**config.mk**
```make
export PLATFORM = sky130hd
export DESIGN_NAME = rr_arbiter
export DESIGN_NICKNAME = d
export VERILOG_FILES = /design/src/rtl/rr_arbiter.sv
export SDC_FILE = /design/constraint.sdc
export NUM_CORES = 1
export LEC_CHECK = 0
export BUFFER_PORTS_ARGS = -buffer_cell sky130_fd_sc_hd__buf_4
export CELL_PAD_IN_SITES_DETAIL_PLACEMENT = 2
export CELL_PAD_IN_SITES_GLOBAL_PLACEMENT = 2
export CORE_MARGIN = 2
export CORE_UTILIZATION = 32
export DETAILED_ROUTE_END_ITERATION = 8
export GPL_TIMING_DRIVEN = 0
export PLACE_DENSITY = 0.89
export RECOVER_POWER = 25
export SYNTH_ARGS = -nofsm -noshare
export SYNTH_HDL_FRONTEND = slang
export SYNTH_HIERARCHICAL = 1
export SYNTH_SLANG_ARGS = --single-unit
```
**constraint.sdc**
```tcl
create_clock -name clk_i -period 3.8 [get_ports clk_i]
set_clock_uncertainty 0.05 [all_clocks]
set_input_delay 0.38 -clock clk_i [delete_from_list [all_inputs] [get_ports clk_i]]
set_output_delay 0.38 -clock clk_i [all_outputs]
set_load 0.01 [all_outputs]
```
**src/rtl/rr_arbiter.sv**
```systemverilog
// rr_arbiter: round-robin arbiter with a one-hot grant and a valid/ready handshake.
//
// Requesters are scanned from ptr_q upwards, wrapping modulo NUM_REQ, so NUM_REQ does not
// have to be a power of two. A grant that is not accepted is captured in held_q and kept
// stable until the consumer takes it. Priority rotates only on a completed handshake.
//
// Build option: define RR_ARB_LOCK_EN to add the lock_i port and the LOCKED state. A locked
// handshake keeps re-granting the same requester for a burst. Without the macro, every
// handshake rotates priority.
//
// This file also holds the one-hot to binary encoder that produces gnt_idx_o.

// encoder: one-hot to binary index, with a valid flag when any bit is set.
module encoder #(
  parameter int unsigned NUM_WIRE = 4
) (
  input  logic [NUM_WIRE-1:0]         wire_in,
  output logic [$clog2(NUM_WIRE)-1:0] idx_o,
  output logic                        valid_o
);

  localparam int unsigned IdxW = $clog2(NUM_WIRE);

  // OR together the indices of set bits; exact for one-hot input, 0 for no input.
  always_comb begin
    idx_o = '0;
    for (int i = 0; i < NUM_WIRE; i++) begin
      if (wire_in[i]) begin
        idx_o = idx_o | IdxW'(i);
      end
    end
  end

  assign valid_o = |wire_in;

endmodule

module rr_arbiter #(
  parameter int unsigned NUM_REQ = 4
) (
  input  logic                       clk_i,
  input  logic                       rst_i,
  input  logic [NUM_REQ-1:0]         req_i,
  input  logic                       gnt_ready_i,
`ifdef RR_ARB_LOCK_EN
  input  logic                       lock_i,
`endif
  output logic [NUM_REQ-1:0]         gnt_o,
  output logic [$clog2(NUM_REQ)-1:0] gnt_idx_o,
  output logic                       gnt_valid_o
);

  localparam int unsigned IdxW = $clog2(NUM_REQ);
  localparam logic [IdxW-1:0] LastIdx = IdxW'(NUM_REQ - 1);
  localparam logic [IdxW:0]   NumReqW = (IdxW + 1)'(NUM_REQ);

  localparam logic [1:0] StIdle   = 2'd0;
  localparam logic [1:0] StHold   = 2'd1;
`ifdef RR_ARB_LOCK_EN
  localparam logic [1:0] StLocked = 2'd2;
`endif

  logic [1:0]         state_q, state_d;
  logic [IdxW-1:0]    ptr_q, ptr_d;
  logic [NUM_REQ-1:0] held_q, held_d;

  logic [NUM_REQ-1:0] win_oh;
  logic [IdxW-1:0]    win_idx;
  logic               win_found;
  logic [IdxW:0]      scan_sum;
  logic [IdxW-1:0]    scan_pos;
  logic [IdxW-1:0]    held_idx;
  logic               handshake;
  logic               enc_valid;

  // Index one past idx, wrapping explicitly at NUM_REQ-1.
  function automatic logic [IdxW-1:0] next_ptr(input logic [IdxW-1:0] idx);
    return (idx == LastIdx) ? '0 : idx + 1'b1;
  endfunction

  // Round-robin scan: first set request at ptr_q, ptr_q+1, ... modulo NUM_REQ.
  always_comb begin
    win_oh    = '0;
    win_idx   = '0;
    win_found = 1'b0;
    scan_sum  = '0;
    scan_pos  = '0;
    for (int i = 0; i < NUM_REQ; i++) begin
      // Both terms are below NUM_REQ, so one conditional subtract is a full modulo.
      scan_sum = {1'b0, ptr_q} + (IdxW + 1)'(i);
      if (scan_sum >= NumReqW) begin
        scan_sum = scan_sum - NumReqW;
      end
      scan_pos = scan_sum[IdxW-1:0];
      if (!win_found && req_i[scan_pos]) begin
        win_found         = 1'b1;
        win_oh[scan_pos]  = 1'b1;
        win_idx           = scan_pos;
      end
    end
  end

  // Binary index of the captured grant, needed to advance the pointer past it.
  always_comb begin
    held_idx = '0;
    for (int i = 0; i < NUM_REQ; i++) begin
      if (held_q[i]) begin
        held_idx = IdxW'(i);
      end
    end
  end

  // Outputs depend on state, registers and req_i only; gnt_ready_i never reaches them.
  always_comb begin
    gnt_o       = '0;
    gnt_valid_o = 1'b0;
    if (!rst_i) begin
      case (state_q)
        StIdle: begin
          gnt_o       = win_oh;
          gnt_valid_o = win_found;
        end
        StHold: begin
          gnt_o       = held_q;
          gnt_valid_o = 1'b1;
        end
`ifdef RR_ARB_LOCK_EN
        StLocked: begin
          gnt_o       = held_q & req_i;
          gnt_valid_o = |(held_q & req_i);
        end
`endif
        default: begin
          gnt_o       = '0;
          gnt_valid_o = 1'b0;
        end
      endcase
    end
  end

  assign handshake = gnt_valid_o & gnt_ready_i;

  // Next-state: pointer rotation, grant capture on stall, and burst lock handling.
  always_comb begin
    state_d = state_q;
    ptr_d   = ptr_q;
    held_d  = held_q;
    case (state_q)
      StIdle: begin
        if (handshake) begin
`ifdef RR_ARB_LOCK_EN
          if (lock_i) begin
            held_d  = win_oh;
            state_d = StLocked;
          end else begin
            ptr_d = next_ptr(win_idx);
          end
`else
          ptr_d = next_ptr(win_idx);
`endif
        end else if (gnt_valid_o) begin
          held_d  = win_oh;
          state_d = StHold;
        end
      end
      StHold: begin
        if (gnt_ready_i) begin
`ifdef RR_ARB_LOCK_EN
          if (lock_i) begin
            state_d = StLocked;
          end else begin
            ptr_d   = next_ptr(held_idx);
            state_d = StIdle;
          end
`else
          ptr_d   = next_ptr(held_idx);
          state_d = StIdle;
`endif
        end
      end
`ifdef RR_ARB_LOCK_EN
      StLocked: begin
        // Leave when the burst owner lets go, or on its final unlocked handshake.
        if (!gnt_valid_o || (gnt_ready_i && !lock_i)) begin
          ptr_d   = next_ptr(held_idx);
          state_d = StIdle;
        end
      end
`endif
      default: begin
        state_d = StIdle;
      end
    endcase
  end

  // State registers with synchronous reset; a held grant is dropped with no rotation.
  always_ff @(posedge clk_i) begin
    if (rst_i) begin
      state_q <= StIdle;
      ptr_q   <= '0;
      held_q  <= '0;
    end else begin
      state_q <= state_d;
      ptr_q   <= ptr_d;
      held_q  <= held_d;
    end
  end

  encoder #(
    .NUM_WIRE (NUM_REQ)
  ) u_encoder (
    .wire_in (gnt_o),
    .idx_o   (gnt_idx_o),
    .valid_o (enc_valid)
  );

  // The encoder's notion of "some grant" must agree with the arbiter's valid.
  enc_valid_matches: assert property (@(posedge clk_i) enc_valid == gnt_valid_o);

  // At most one grant bit is ever set.
  gnt_onehot: assert property (@(posedge clk_i) $onehot0(gnt_o));

  // The pointer always names a real requester.
  ptr_in_range: assert property (@(posedge clk_i) ptr_q <= LastIdx);

endmodule

```
==> impl_metrics.ini, run 1 <==
[sta]
timing.final.crit_share_pct = 93.8
slew_viol_final = 0
fmaxAchievable_mhz = 280
fin_tns_setup_ns = 0
rsz0062_at_grt = no
fin_crit_ns = 3.57
worstMarginPinSlew_ns = 0.739
finalHoldViolCount = 0
max-slew-margin-rel_pct = 50.3
setup_viol = 0
hold_slack_ns = 0.381

[worst_setup_path]
cp-end-kind = primary output
critPathSlowestCell = mux4_2
cpPeakStageDelay_ns = 0.64
crit_type = flop to primary output
critPathMaxFanout = 10
critPathRequiredTime_ns = 3.37
cp.arrival_ns = 3.14
cp-start-kind = flop
critical_path.cell_chain = buf_6 -> inv_2 -> ha_1 -> buf_6 -> mux4_2 -> a21oi_1 -> a21oi_1 -> a31oi_1 -> a211oi_2 -> or2_1 -> buf_4
crit_buf_inv = 4
critical-path-top-delay-family = compound AO/OA/AOI/OAI gates
r2r_slack_ns = 1.17

[finish]
nets = 131
fillers = 299
drive_above_1_share_pct = 25.4
multi_input_area_um2 = 644
diodes = 0
area_growth_syn_to_layout_pct = 15.8
layout.area.seq_um2 = 141
utilization_pct = 39.6

[global_route]
grt_busiest_layer = met2
grt_first_pass_wirelength_um = 4980
grt_use_met2_pct = 35.5
met1_usage_pct = 25.6
grt_util_all_layers_pct = 20.0
grt_pass1_vias = 961
grt_overflow = 0
grt_max_degree = 11
antenna_found_initial = 0
use_met3_pct = 3.49

[detailed_routing]
drtAntennaViolNets = 0
drt_iter0_markers = 10
routed_via_density = 5.95
first_pass_iters = 4
routed-via-count = 881
drc = 0
wirelength_um = 2830
routedWlPerCell_um = 19.1

[flow_run]
max_cap_violations = 0

[pwr]
p_leak_nw = 0.369
power_density_nw_per_um2 = 348
vdd_drop_max_mv = 0.170

[clock_tree]
cts_buffer_depth = 2
htreeDepth = 1
clk_latency_ns = 0.26
cts_buffers = 3
cts_tree = built
cts_sinks = 7
cts_root_buf = clkbuf_4
clk_pin_slew_ns = 0.07

[logic_synthesis]
synth.yosys.warnings = 6
synthCells = 105
syn_avg_cell_area_um2 = 8.15
syn_area_um2 = 856
syn_nets = 117

[placed_design]
port_buffers = 9
hpwl_um = 2130
gp_congestion = 0.763

[floorplanning]
coreArea_um2 = 2500
fp.dieW_um = 55.7
dieArea_um2 = 3100
rows = 18
die_y_um = 55.7
ios = 14
start_util_pct = 34.2

[run_status]
status = finished clean

[worst_hold_path]
hold_class = input pin to flop
layer usage:
metal | vias up | part of all wire (%)
met2 | 10 | 52
met4 | 0 | 0
met5 | - | 0
met1 | 446 | 45
li1 | 425 | -
met3 | 0 | 2.5
through the flow:
| stage | instances | area, µm² | worst slack (ns) | total power (W) |
|---|---|---|---|---|
| final | 148 | 991 | 0.235 | 0.000345 |
| after global routing | 148 | 991 | 0.0996 | 0.000372 |
| after CTS | 148 | 988 | 0.0964 | 0.000347 |
| after detailed placement | 144 | 961 | 0.404 | 0.000271 |
| after global placement | 144 | 961 | 0.524 | 0.000257 |
| after floorplan | 105 | 856 | 0.710 | 0.000216 |
registers in the layout (all words and copies together) (netlist names):
register,cells
held_q,4
state_q,1
ptr_q,2
tightest hold or removal path, stage by stage:
cell and delay (ns):
buf_4 0.10, a31oi_1 0.04, o21ai_0 0.07, nor3_1 0.05
cells in the final DEF, fill, tap and decap left out, types with 2 or more instances in the layout:
master	n
a21oi_1	13
buf_4	9
nor2_1	9
nor2b_1	6
dfxtp_1	6
a31oi_1	5
a211oi_1	5
ha_1	5
buf_6	4
nand3b_1	4
nor3_1	4
mux4_2	3
o21bai_1	3
o21ai_0	3
clkbuf_4	3
clkbuf_1	2
nand2b_1	2
nand2_1	2
nor4_1	2
or2_1	2
final timing paths:
| kind | cells past startpoint | endpoint | startpoint |
|---|---|---|---|
| max reg2reg | 9 | held_q[3]$_SDFFE_PP0P_ | ptr_q[0]$_SDFFE_PP0P_ |
| min | 4 | ptr_q[1]$_SDFFE_PP0P_ | rst_i |
| max | 11 | gnt_idx_o[1] | ptr_q[0]$_SDFFE_PP0P_ |
| min reg2reg | 2 | held_q[0]$_SDFFE_PP0P_ | held_q[0]$_SDFFE_PP0P_ |
where the power goes:
| group | total, W | switching [W] | internal [W] |
|---|---|---|---|
| Clock | 0.0000722 | 0.0000335 | 0.0000387 |
| Sequential | 0.0000905 | 0.00000975 | 0.0000807 |
| Combinational | 0.000182 | 0.000103 | 0.0000798 |
| Total | 0.000345 | 0.000146 | 0.000199 |
layout make-up:
| class | count | share of cell area, % |
|---|---|---|
| inverter | 3 | 1.14 |
| clock inverter | 1 | 0.505 |
| multi-input combinational | 87 | 65.0 |
| timing repair buffer | 9 | 6.44 |
| buffer | 8 | 6.57 |
| clock buffer | 3 | 2.27 |
| tap | 30 | 3.79 |
| sequential | 7 | 14.3 |
timing repair:
item,CTS,global route
setup buffers,0,0
hold buffers,0,0
resized for setup,0,2
endpoints found under the setup margin,0,2
No activity file was read; power rests on OpenSTA's default activity.
==> inputs of run 2 (changes only) <==
--- a/config.mk
+++ b/config.mk
@@ -9,12 +9,11 @@
 export CELL_PAD_IN_SITES_DETAIL_PLACEMENT = 2
 export CELL_PAD_IN_SITES_GLOBAL_PLACEMENT = 2
 export CORE_MARGIN = 2
-export CORE_UTILIZATION = 32
+export CORE_UTILIZATION = 33
 export DETAILED_ROUTE_END_ITERATION = 8
 export GPL_TIMING_DRIVEN = 0
 export PLACE_DENSITY = 0.89
 export RECOVER_POWER = 25
 export SYNTH_ARGS = -nofsm -noshare
 export SYNTH_HDL_FRONTEND = slang
-export SYNTH_HIERARCHICAL = 1
 export SYNTH_SLANG_ARGS = --single-unit
==> run 2 against run 1 <==
Against the previous run:
- setup slack lost 0.059 ns
- count of clock-buffer cells in the layout grew 1
- first-iteration DRC count grew to 2.6 times the previous value
- critical path type unchanged
- largest cell class unchanged
==> impl_metrics.ini, run 2 <==
[finish]
layout.area.seq_um2 = 143
largest_reg_flops = 4
drive_above_1_share_pct = 33.6
diodes = 0
layout_commonest_cell = buf_4
fillers = 287
layout_common_cells = buf_4, inv_1, ha_1
fin_area_um2 = 1040
area_growth_syn_to_layout_pct = 22.3
nets = 128
multi_input_area_um2 = 666
top_regs = held_q: 4 flops, ptr_q: 2 flops, state_q: 1 flops
largest-register = held_q

[logic_synthesis]
synth.yosys.warnings = 0
syn_avg_cell_area_um2 = 9.12
synthTopCellsByCount = dfxtp_1, ha_1, inv_1, a21oi_1
ys_seq_elements = 7
yosysTopAreaCellShare_pct = 16.5
ys_async_sr_fraction_pct = 0
synthCells = 93
yosysSeqAreaShare_pct = 16.5
synth_area_leader_cell = dfxtp_1
ys_types = 41
synth_edf_count = 0
syn_nets = 107
syn_area_um2 = 848
synthTopCellsByArea = dfxtp_1, mux4_2, ha_1, nor3b_1, inv_1
ys.flop_type = dfxtp_1

[clock_tree]
cts_root_buf = clkbuf_4
cts_buffer_depth = 2
cts_sinks = 7
htreeDepth = 1
cts_tree = built
clk_latency_ns = 0.26
holdBufCountCts = 0
cts_buffers = 3
clk_pin_slew_ns = 0.06

[worst_setup_path]
cp.arrival_ns = 3.19
rr_startpoint = ptr_q[0]$_SDFFE_PP0P_
critPathSlowestCell = mux4_2
critical-path-top-delay-family = multiplexers
crit_buf_inv = 3
critical_path.cell_chain = buf_6 -> inv_1 -> ha_2 -> mux4_2 -> nor3b_2 -> a21oi_1 -> and3_1 -> a21oi_1 -> o21bai_1 -> buf_4
critPathMaxFanout = 10
cpPeakStageDelay_ns = 0.60
cp-startpoint = ptr_q[0]$_SDFFE_PP0P_
crit_type = flop to primary output
r2r_end = held_q[3]$_SDFFE_PP0P_
critPathRequiredTime_ns = 3.37
crit_cells = 10
r2r_cells = 9
cp-end-kind = primary output
cp-start-kind = flop
critPathCapture = gnt_idx_o[1]
cpMostUsedCell = a21oi_1
r2r_slack_ns = 0.65

[detailed_routing]
drc = 0
wirelength_um = 2820
routed-via-count = 827
routed_via_density = 5.78
drtAntennaViolNets = 0
drt_iter0_markers = 26
first_pass_iters = 4
routedWlPerCell_um = 19.7

[placed_design]
postPlaceCellArea_um2 = 983
hpwl_um = 2140
gp_congestion = 0.820
port_buffers = 13

[floorplanning]
rows = 18
coreArea_um2 = 2450
dieArea_um2 = 2990
die_y_um = 54.7
fp.dieW_um = 54.7
start_util_pct = 34.6
ios = 14

[sta]
setup_viol = 0
slew_viol_final = 0
fin_tns_setup_ns = 0
finalHoldViolCount = 0
timing.final.crit_share_pct = 95.4
fin_crit_ns = 3.62
rsz0062_at_grt = yes
fmaxAchievable_mhz = 276
worstMarginPinSlew_ns = 0.670
max-slew-margin-rel_pct = 55.3

[global_route]
antenna_found_initial = 0
grt_max_degree = 11
grt_overflow = 0
grt_util_all_layers_pct = 20.7
grt_first_pass_wirelength_um = 4340
grt_pass1_vias = 842

[run_status]
status = finished clean

[worst_hold_path]
hold_class = input pin to flop

[pwr]
vdd_drop_max_mv = 0.253
p_leak_nw = 0.407
power_density_nw_per_um2 = 465

[flow_run]
max_cap_violations = 0
==> run 2: metrics by stage <==
step	hold slack [ns]	worst slack, ns	total power (W)	std cells	utilization [%]
2_1_floorplan	0.407	0.678	0.000308	93	-
4_1_cts	0.297	0.00664	0.000473	140	41.2
3_3_place_gp	0.424	0.295	0.000377	136	40.1
3_5_place_dp	0.457	0.177	0.000399	136	40.1
6_report	0.302	0.176	0.000483	143	42.3
5_1_grt	0.303	-0.00379	0.000522	143	42.3
==> run 2: how the worst min path moves through the flow <==
stage / from / to / slack, ns / depth (start not counted)
6_report: gnt_ready_i / state_q[0]$_SDFFE_PP0P_ / 0.30 / 2
5_1_grt: gnt_ready_i / state_q[0]$_SDFFE_PP0P_ / 0.30 / 2
4_1_cts: gnt_ready_i / state_q[0]$_SDFFE_PP0P_ / 0.30 / 2
3_5_place_dp: held_q[0]$_SDFFE_PP0P_ / held_q[0]$_SDFFE_PP0P_ / 0.46 / 2
3_3_place_gp: held_q[0]$_SDFFE_PP0P_ / held_q[0]$_SDFFE_PP0P_ / 0.42 / 2
2_1_floorplan: gnt_ready_i / state_q[0]$_SDFFE_PP0P_ / 0.41 / 1
==> run 2: final cells by class <==
class | count | share of cell area, %
Buffer | 3 | 1.81
Tap cell | 30 | 3.62
Sequential cell | 7 | 13.8
Multi-Input combinational cell | 76 | 64.2
Inverter | 7 | 2.53
Timing Repair Buffer | 16 | 11.6
Clock buffer | 4 | 2.53
==> run 2: worst reg2reg max path, stage by stage (launching register included) <==
cell,delay (ns)
dfxtp_2,0.42
buf_6,0.18
inv_1,0.11
ha_2,0.41
mux4_2,0.60
nor2b_1,0.22
a222oi_1,0.28
and2_1,0.28
nor3b_1,0.34
o32ai_2,0.13
==> run 2: per-layer routing <==
layer	track usage (%)	wire (µm)	up-vias
met4	2.50	0	0
met3	4.10	51	0
met1	24.9	1210	417
met2	38.3	1550	13
met5	0	0	-
li1	-	-	397
==> run 2: cell families after synthesis <==
group	count (synthesis)	share of synthesized area, %
AOI/OAI and AO/OA	28	24.8
xor gates and xnor gates	1	1.03
adders and majority gates	7	10.3
buffers and inverters	10	5.31
DFF	7	16.5
muxes	6	13.3
and+or+nand+nor	34	28.8
==> run 2: where the power goes <==
part | total, W | switching [W] | internal (W)
sequential | 0.000104 | 0.0000175 | 0.0000870
combinational | 0.000307 | 0.000164 | 0.000143
clock | 0.0000712 | 0.0000309 | 0.0000403
==> run 2: timing repair <==
action,in CTS,in global routing
resized for setup,2,1
pin swaps,0,1
endpoints found under the hold margin,0,0
setup buffers,0,3
endpoints found under the setup margin,3,3
==> inputs of run 3 (changes only) <==
--- a/config.mk
+++ b/config.mk
@@ -5,7 +5,7 @@
 export SDC_FILE = /design/constraint.sdc
 export NUM_CORES = 1
 export LEC_CHECK = 0
-export BUFFER_PORTS_ARGS = -buffer_cell sky130_fd_sc_hd__buf_4
+export BUFFER_PORTS_ARGS = -buffer_cell sky130_fd_sc_hd__buf_2
 export CELL_PAD_IN_SITES_DETAIL_PLACEMENT = 2
 export CELL_PAD_IN_SITES_GLOBAL_PLACEMENT = 2
 export CORE_MARGIN = 2
==> run 3 against run 2 <==
Against the previous run:
- register-to-register slack worse by 0.11 ns
- cell area down 2.7%
- critical path type unchanged
- critical endpoint unchanged
- via count up 1.5%
==> impl_metrics.ini, run 3 (same netlist as run 2, synthesis figures left out) <==
[finish]
final_cells = 144
largest-register = held_q
layout_commonest_cell = buf_2
drive_above_1_share_pct = 33.3
layout_common_cells = buf_2, inv_1, ha_1
area_growth_syn_to_layout_pct = 19.0
top_regs = held_q: 4 flops, ptr_q: 2 flops, state_q: 1 flops
diodes = 0
nets = 129
largest_reg_flops = 4

[pwr]
power_density_nw_per_um2 = 475
p_leak_nw = 0.397
vdd_drop_max_mv = 0.241

[global_route]
grt_first_pass_wirelength_um = 4220
grt_overflow = 0
grt_max_degree = 11
grt_pass1_vias = 821
grt_util_all_layers_pct = 21.1
antenna_found_initial = 0

[sta]
max-slew-margin-rel_pct = 66.3
slew_viol_final = 0
rsz0062_at_grt = no
finalHoldViolCount = 0
timing.final.crit_share_pct = 94.3
fin_tns_setup_ns = 0
setup_viol = 0
fin_crit_ns = 3.58
worstMarginPinSlew_ns = 0.503
fmaxAchievable_mhz = 279

[clock_tree]
cts_sinks = 7
holdBufCountCts = 0
cts_buffers = 3
clk_latency_ns = 0.28
cts_buffer_depth = 2
cts_root_buf = clkbuf_4
htreeDepth = 1
cts_tree = built
clk_pin_slew_ns = 0.06

[detailed_routing]
wirelength_um = 2710
routedWlPerCell_um = 18.8
routed-via-count = 839
drc = 0
drtAntennaViolNets = 0
drt_iter0_markers = 9
routed_via_density = 5.83
first_pass_iters = 6

[worst_setup_path]
cpMostUsedCell = a21oi_1
critPathRequiredTime_ns = 3.37
critical-path-top-delay-family = simple AND/OR/NAND/NOR gates
cp.arrival_ns = 3.15
cp-start-kind = flop
critPathMaxFanout = 10
critPathSlowestCell = mux4_2
crit_type = flop to primary output
crit_buf_inv = 3
cp-end-kind = primary output
cpPeakStageDelay_ns = 0.60
critical_path.cell_chain = buf_6 -> inv_1 -> ha_2 -> mux4_2 -> nor3b_2 -> a21oi_1 -> and3_1 -> a21oi_1 -> o21bai_1 -> buf_2

[floorplanning]
die_y_um = 54.7
fp.dieW_um = 54.7
rows = 18
start_util_pct = 34.6
dieArea_um2 = 2990
ios = 14
coreArea_um2 = 2450

[flow_run]
max_cap_violations = 0

[placed_design]
place_inst = 136
port_buffers = 13
hpwl_um = 2110
gp_congestion = 0.784

[worst_hold_path]
hold_class = input pin to flop

[run_status]
status = finished clean
## run 3: where the power goes
part           leakage (nW)  internal, W  switching [W]
combinational         0.323     0.000137       0.000159
sequential           0.0586    0.0000871      0.0000167
clock                0.0150    0.0000408      0.0000396
## run 3: timing repair
| action | CTS | global route |
|---|---|---|
| endpoints found under the setup margin | 3 | 4 |
| setup buffers | 0 | 4 |
| resized for setup | 2 | 3 |
| pin swaps | 0 | 1 |
## run 3: final timing paths
| check | start | cells after the start | to | slack [ns] |
|---|---|---|---|---|
| setup reg to reg | ptr_q[0]$_SDFFE_PP0P_ | 9 | ptr_q[1]$_SDFFE_PP0P_ | 0.54 |
| hold / removal | gnt_ready_i | 2 | state_q[0]$_SDFFE_PP0P_ | 0.33 |
| hold reg to reg | held_q[0]$_SDFFE_PP0P_ | 2 | held_q[0]$_SDFFE_PP0P_ | 0.45 |
| setup / recovery | ptr_q[0]$_SDFFE_PP0P_ | 10 | gnt_idx_o[1] | 0.22 |
## run 3: stage by stage
step	setup slack [ns]	utilization [%]	total power, W	hold WS (ns)	cell area, µm²
5_1_grt	0.0388	41.1	0.000518	0.339	1010
6_report	0.216	41.1	0.000480	0.332	1010
3_5_place_dp	0.183	38.7	0.000385	0.449	951
2_1_floorplan	0.678	-	0.000308	0.407	848
3_3_place_gp	0.300	38.7	0.000365	0.423	951
4_1_cts	0.00776	39.9	0.000466	0.328	980
## run 3: layout make-up
class                      instances  area (µm²)
buffer                             3        18.8
clock buffer                       4        26.3
fill                             285        1450
inverter                           7        26.3
multi-input combinational         76         661
sequential                         7         145
tap                               30        37.5
timing repair buffer              17        95.1
## run 3: metal layers
| metal | global-route usage (%) | part of all wire, % | vias up |
|---|---|---|---|
| li1 | - | - | 398 |
| met1 | 24.7 | 43 | 424 |
| met2 | 36.5 | 53 | 12 |
| met4 | 10.4 | 2.3 | 0 |
| met5 | 0 | 0 | - |
| met3 | 3.83 | 1.9 | 5 |
